### src/rtl/patch_ctrl_sequencer.sv
// Trigger-driven override sequencer: a scan-loaded match/mask watches obs_in and,
// on a hit, drives ctrl_val onto the ctrl_en-selected bits of sig_out for duration cycles.
module patch_ctrl_sequencer #(
  parameter int OBS_W  = 8,
  parameter int CTRL_W = 4,
  parameter int CNT_W  = 8
) (
  input  logic              clk,
  input  logic              rst,
  input  logic [OBS_W-1:0]  obs_in,
  input  logic [CTRL_W-1:0] sig_in,
  output logic [CTRL_W-1:0] sig_out,
  input  logic              cfg_en,
  input  logic              cfg_sdi,
  output logic              cfg_sdo,
  input  logic              cfg_load,
  output logic [1:0]        state_o,
  output logic              fired,
  output logic [CNT_W-1:0]  hit_cnt
);

  localparam int L = 2*OBS_W + 2*CTRL_W + CNT_W + 1;

  typedef enum logic [1:0] {
    S_IDLE   = 2'd0,
    S_ARMED  = 2'd1,
    S_ACTIVE = 2'd2,
    S_DONE   = 2'd3
  } state_t;

  logic [L-1:0]      r_shadow;
  logic [OBS_W-1:0]  r_match;
  logic [OBS_W-1:0]  r_mask;
  logic [CTRL_W-1:0] r_ctrl_val;
  logic [CTRL_W-1:0] r_ctrl_en;
  logic [CNT_W-1:0]  r_duration;
  logic              r_rearm;

  state_t            r_state;
  state_t            w_state_nxt;
  logic [CNT_W-1:0]  r_cnt;
  logic [CNT_W-1:0]  w_cnt_nxt;
  logic [CTRL_W-1:0] r_ovr_sel;
  logic [CTRL_W-1:0] w_ovr_sel_nxt;
  logic [CTRL_W-1:0] r_ovr_val;
  logic [CTRL_W-1:0] w_ovr_val_nxt;
  logic              r_fired;
  logic              w_fired_nxt;
  logic [CNT_W-1:0]  r_hit_cnt;
  logic [CNT_W-1:0]  w_hit_cnt_nxt;

  logic              w_trig;
  logic              w_cfg_valid;

  // Load copies the pre-shift shadow when shift and load coincide.
  always_ff @(posedge clk or posedge rst) begin
    if (rst) begin
      r_shadow   <= '0;
      r_match    <= '0;
      r_mask     <= '0;
      r_ctrl_val <= '0;
      r_ctrl_en  <= '0;
      r_duration <= '0;
      r_rearm    <= 1'b0;
    end else begin
      if (cfg_en) begin
        r_shadow <= {r_shadow[L-2:0], cfg_sdi};
      end
      if (cfg_load) begin
        {r_match, r_mask, r_ctrl_val, r_ctrl_en, r_duration, r_rearm} <= r_shadow;
      end
    end
  end

  assign cfg_sdo     = r_shadow[L-1];
  assign w_trig      = (((obs_in ^ r_match) & r_mask) == '0) && (r_mask != '0);
  assign w_cfg_valid = (r_mask != '0) && (r_ctrl_en != '0);

  always_ff @(posedge clk or posedge rst) begin
    if (rst) begin
      r_state   <= S_IDLE;
      r_cnt     <= '0;
      r_ovr_sel <= '0;
      r_ovr_val <= '0;
      r_fired   <= 1'b0;
      r_hit_cnt <= '0;
    end else begin
      r_state   <= w_state_nxt;
      r_cnt     <= w_cnt_nxt;
      r_ovr_sel <= w_ovr_sel_nxt;
      r_ovr_val <= w_ovr_val_nxt;
      r_fired   <= w_fired_nxt;
      r_hit_cnt <= w_hit_cnt_nxt;
    end
  end

  always_comb begin
    w_state_nxt   = r_state;
    w_cnt_nxt     = r_cnt;
    w_ovr_sel_nxt = r_ovr_sel;
    w_ovr_val_nxt = r_ovr_val;
    w_fired_nxt   = r_fired;
    w_hit_cnt_nxt = r_hit_cnt;
    if (cfg_load) begin
      w_state_nxt   = S_IDLE;
      w_cnt_nxt     = '0;
      w_ovr_sel_nxt = '0;
      w_fired_nxt   = 1'b0;
      w_hit_cnt_nxt = '0;
    end else begin
      case (r_state)
        S_IDLE: begin
          if (w_cfg_valid) begin
            w_state_nxt = S_ARMED;
          end
        end
        S_ARMED: begin
          if (w_trig) begin
            w_state_nxt   = S_ACTIVE;
            w_cnt_nxt     = r_duration - CNT_W'(1);
            w_ovr_sel_nxt = r_ctrl_en;
            w_ovr_val_nxt = r_ctrl_val;
          end
        end
        S_ACTIVE: begin
          // A zero duration holds the override until the next load or reset.
          if (r_duration != '0) begin
            if (r_cnt == '0) begin
              w_state_nxt   = S_DONE;
              w_ovr_sel_nxt = '0;
              w_fired_nxt   = 1'b1;
              if (r_hit_cnt != '1) begin
                w_hit_cnt_nxt = r_hit_cnt + CNT_W'(1);
              end
            end else begin
              w_cnt_nxt = r_cnt - CNT_W'(1);
            end
          end
        end
        S_DONE: begin
          if (r_rearm) begin
            w_state_nxt = S_ARMED;
          end
        end
        default: begin
          w_state_nxt = S_IDLE;
        end
      endcase
    end
  end

  assign sig_out = (r_ovr_sel & r_ovr_val) | (~r_ovr_sel & sig_in);
  assign state_o = r_state;
  assign fired   = r_fired;
  assign hit_cnt = r_hit_cnt;

endmodule

### config.mk
export PLATFORM = sky130hd
export DESIGN_NAME = patch_ctrl_sequencer
export DESIGN_NICKNAME = d
export VERILOG_FILES = /design/src/rtl/patch_ctrl_sequencer.sv
export SDC_FILE = /design/constraint.sdc
export NUM_CORES = 1
export LEC_CHECK = 0
export ABC_AREA = 1
export CAP_MARGIN = 10
export CORE_ASPECT_RATIO = 0.9
export CORE_MARGIN = 3
export CORE_UTILIZATION = 40
export CTS_CLUSTER_SIZE = 40
export DETAILED_ROUTE_END_ITERATION = 12
export PLACE_DENSITY = 0.64
export SKIP_CTS_REPAIR_TIMING = 1
export SYNTH_ARGS = -nofsm -noshare
export SYNTH_HDL_FRONTEND = slang
export SYNTH_SLANG_ARGS = --single-unit
### constraint.sdc
create_clock -name clk -period 5.1 [get_ports clk]
set_clock_uncertainty 0.05 [all_clocks]
set_input_delay 1.53 -clock clk [delete_from_list [all_inputs] [get_ports clk]]
set_output_delay 1.53 -clock clk [all_outputs]
set_load 0.01 [all_outputs]
==> results.cfg <==
[outcome]
status = finished clean

[final_layout]
final_cell_mix = nand2_1, dfrtp_1, inv_1
post-route-util_pct = 49.31
syn_to_final_growth_pct = 16.83
drive_gt1_share_pct = 7.325
n_antenna_cell = 0
fin_nets = 605
final_common_cell = nand2_1

[synth]
synthCells = 556
yosys_warnings = 0
syn-num-nets = 579
yosysTopAreaCell = dfrtp_1
synth_area_per_cell_um2 = 8.011
syn_area_mm2 = 0.004454
synth_top_area_share_pct = 52.25
synth_area_leaders = dfrtp_1, nand2_1, o21ai_0, inv_1, nor2_1
synth.distinct_cells = 29
ys_seq_elements = 93
yosysSeqAreaShare_pct = 52.25

[worst_setup_path]
cp.required_ns = 3.52
crit_path_top_delay_cell = clkdlybuf4s50_1
endpoint_kind = output port
arrival_ns = 2.69
rrSetupSlack_ns = 2.48
reg2reg_depth = 10
rr_startpoint = state_o[0]$_DFFE_PP0P_
rr_endpoint = r_cnt[2]$_DFFE_PP0P_
crit_path_start_kind = primary input
worst_path_largest_cell_delay_ns = 0.54
cp_max_fo = 1
critPathMostFrequentCell = clkdlybuf4s50_1
path_cells = clkdlybuf4s50_1, nor2_1, a21oi_1, clkdlybuf4s50_1
critPathKind = in -> out

[placed_design]
portBuffers = 32
gp_congestion = 0.8715
dp_worst_setup_slack_ns = 0.8273
hpwl_um = 6092

[detailed_routing]
drc = 0
viasPerCell = 4.720
drtAntennaViolNets = 0
dr.first_iter.drc_count = 167
drtPass1Iterations = 4
route.final.wire_length_um = 8733
vias = 3469
wl_per_cell_um = 11.88

[timing]
fin_tns_setup_ns = 0
hold_slack_ns = 0.4232
rsz0062_at_grt = false
max_freq_mhz = 234.2
tightestPinTransition_ns = 0.9377
slew-limit-headroom_pct = 37.49
setup_slack_ns = 0.8305
maxSlewViolCount = 0
finalSetupViolCount = 0
layout_min_cycle_time_ns = 4.270
finalHoldViolations = 0
period_share_pct = 83.72

[pwr]
p_leak_nw = 2.529
pwr-share-clk_pct = 30.4
ir_worst_vdd_uv = 215.7
pwr-share-seq_pct = 42.0
combPwrFrac_pct = 27.6
p_int_mw = 1.580
p_total_mw = 2.372
p_sw_share_pct = 33.36
switchingPower_uw = 791.3
power_density_mw_per_mm2 = 455.7

[floorplanning]
io_pins = 33
die_y_um = 106.1
die_w_um = 117.2
start_util_pct = 42.21
rows = 35
fp.coreArea_mm2 = 0.01055
die_area_mm2 = 0.01244

[min_path]
hold_class = reg -> reg
min_from = r_shadow[24]$_DFFE_PP0P_
min_path_cells = 2
holdPathEnd = r_shadow[25]$_DFFE_PP0P_

[global_route]
grt_overflow = 0
grt_max_degree = 65
antenna_found_initial = 0
grt_pass1_vias = 3169
grt_first_pass_wirelength_um = 15120
grt_use_total_pct = 15.20

[clocking]
numCtsBuffers = 9
cts_buffer_depth = 2
path_clk_slew_ns = 0.07
h-tree-depth = 3
cts.sink_count = 93
clk_latency_ns = 0.34
cts_root_buffer = clkbuf_16
cts_tree = yes

[flow_run]
cap_violations = 0
[kinds of logic after synthesis]
kind of cell    count (synthesis)  share of synthesized area (%)
compound gates                 91                          10.65
xor+xnor                        5                         0.9831
fa+ha+maj                       6                          1.685
buf+inv                        91                          8.202
flops                          93                          52.25
mux                             3                         0.7303
simple gates                  267                          25.51
[synthesized netlist by cell type]
library cell	instances
nand2_1	149
dfrtp_1	93
inv_1	69
o21ai_0	66
nor2_1	59
nand3_1	26
a21oi_1	20
clkbuf_1	14
nand4_1	11
ha_1	6
nor3_1	6
nand2_2	5
xor2_1	5
buf_2	4
nor2_2	3
buf_6	2
mux2_2	2
nand3_2	2
nor2_4	2
nor3_2	2
o21ai_1	2
a21oi_2	1
a21oi_4	1
buf_4	1
inv_2	1
mux2i_1	1
nor3b_1	1
o21ai_2	1
or2_2	1
[power by group through the flow]
| stage | clock network (mW) | logic [mW] | registers, mW |
|---|---|---|---|
| 2_1_floorplan | 0 | 0.471 | 0.991 |
| 3_3_place_gp | 0 | 0.639 | 1.00 |
| 3_5_place_dp | 0 | 0.655 | 1.01 |
| 4_1_cts | 0.745 | 0.659 | 0.996 |
| 5_1_grt | 0.780 | 0.758 | 1.02 |
| 6_report | 0.722 | 0.654 | 0.995 |
[critical path, delay by kind of cell]
kind                   cells  cell delay (ns)
AOI/OAI and AO/OA          1             0.11
buffers and inverters      2             1.01
and+or+nand+nor            1             0.04
[how the worst max path moves through the flow]
stage,from,end,slack (ns)
after floorplan,rst,fired$_DFFE_PP0P_,1.10
after global placement,sig_in[3],sig_out[3],0.85
after detailed placement,sig_in[1],sig_out[1],0.83
after CTS,sig_in[1],sig_out[1],0.82
after global routing,sig_in[1],sig_out[1],0.74
final,sig_in[1],sig_out[1],0.83
[layout make-up]
class,count,area (µm²)
multi-input combinational,372,1762
clock buffer,10,229.0
tap,148,185.2
inverter,70,264.0
clock inverter,6,96.34
fill,1004,5350
timing repair buffer,36,340.3
sequential,93,2327
[stage by stage]
step	cell area [µm²]	std cells
3_5_place_dp	4878	719
4_1_cts	5204	735
3_3_place_gp	4878	719
5_1_grt	5204	735
2_1_floorplan	4454	556
6_report	5204	735
[routing by layer]
layer | wire [µm] | GRT usage [%]
met1 | 4396 | 22.20
met2 | 3926 | 22.42
met3 | 320 | 4.212
met4 | 90 | 3.440
met5 | 0 | 0
[registers in the layout (all words and copies together), names as in the netlist]
register	cells
r_ctrl_val	4
hit_cnt	8
r_ovr_sel	4
r_mask	8
r_cnt	8
r_rearm	1
fired	1
r_ovr_val	4
r_shadow	33
state_o	2
r_duration	8
r_ctrl_en	4
r_match	8
(Power assumes the default switching activity.)
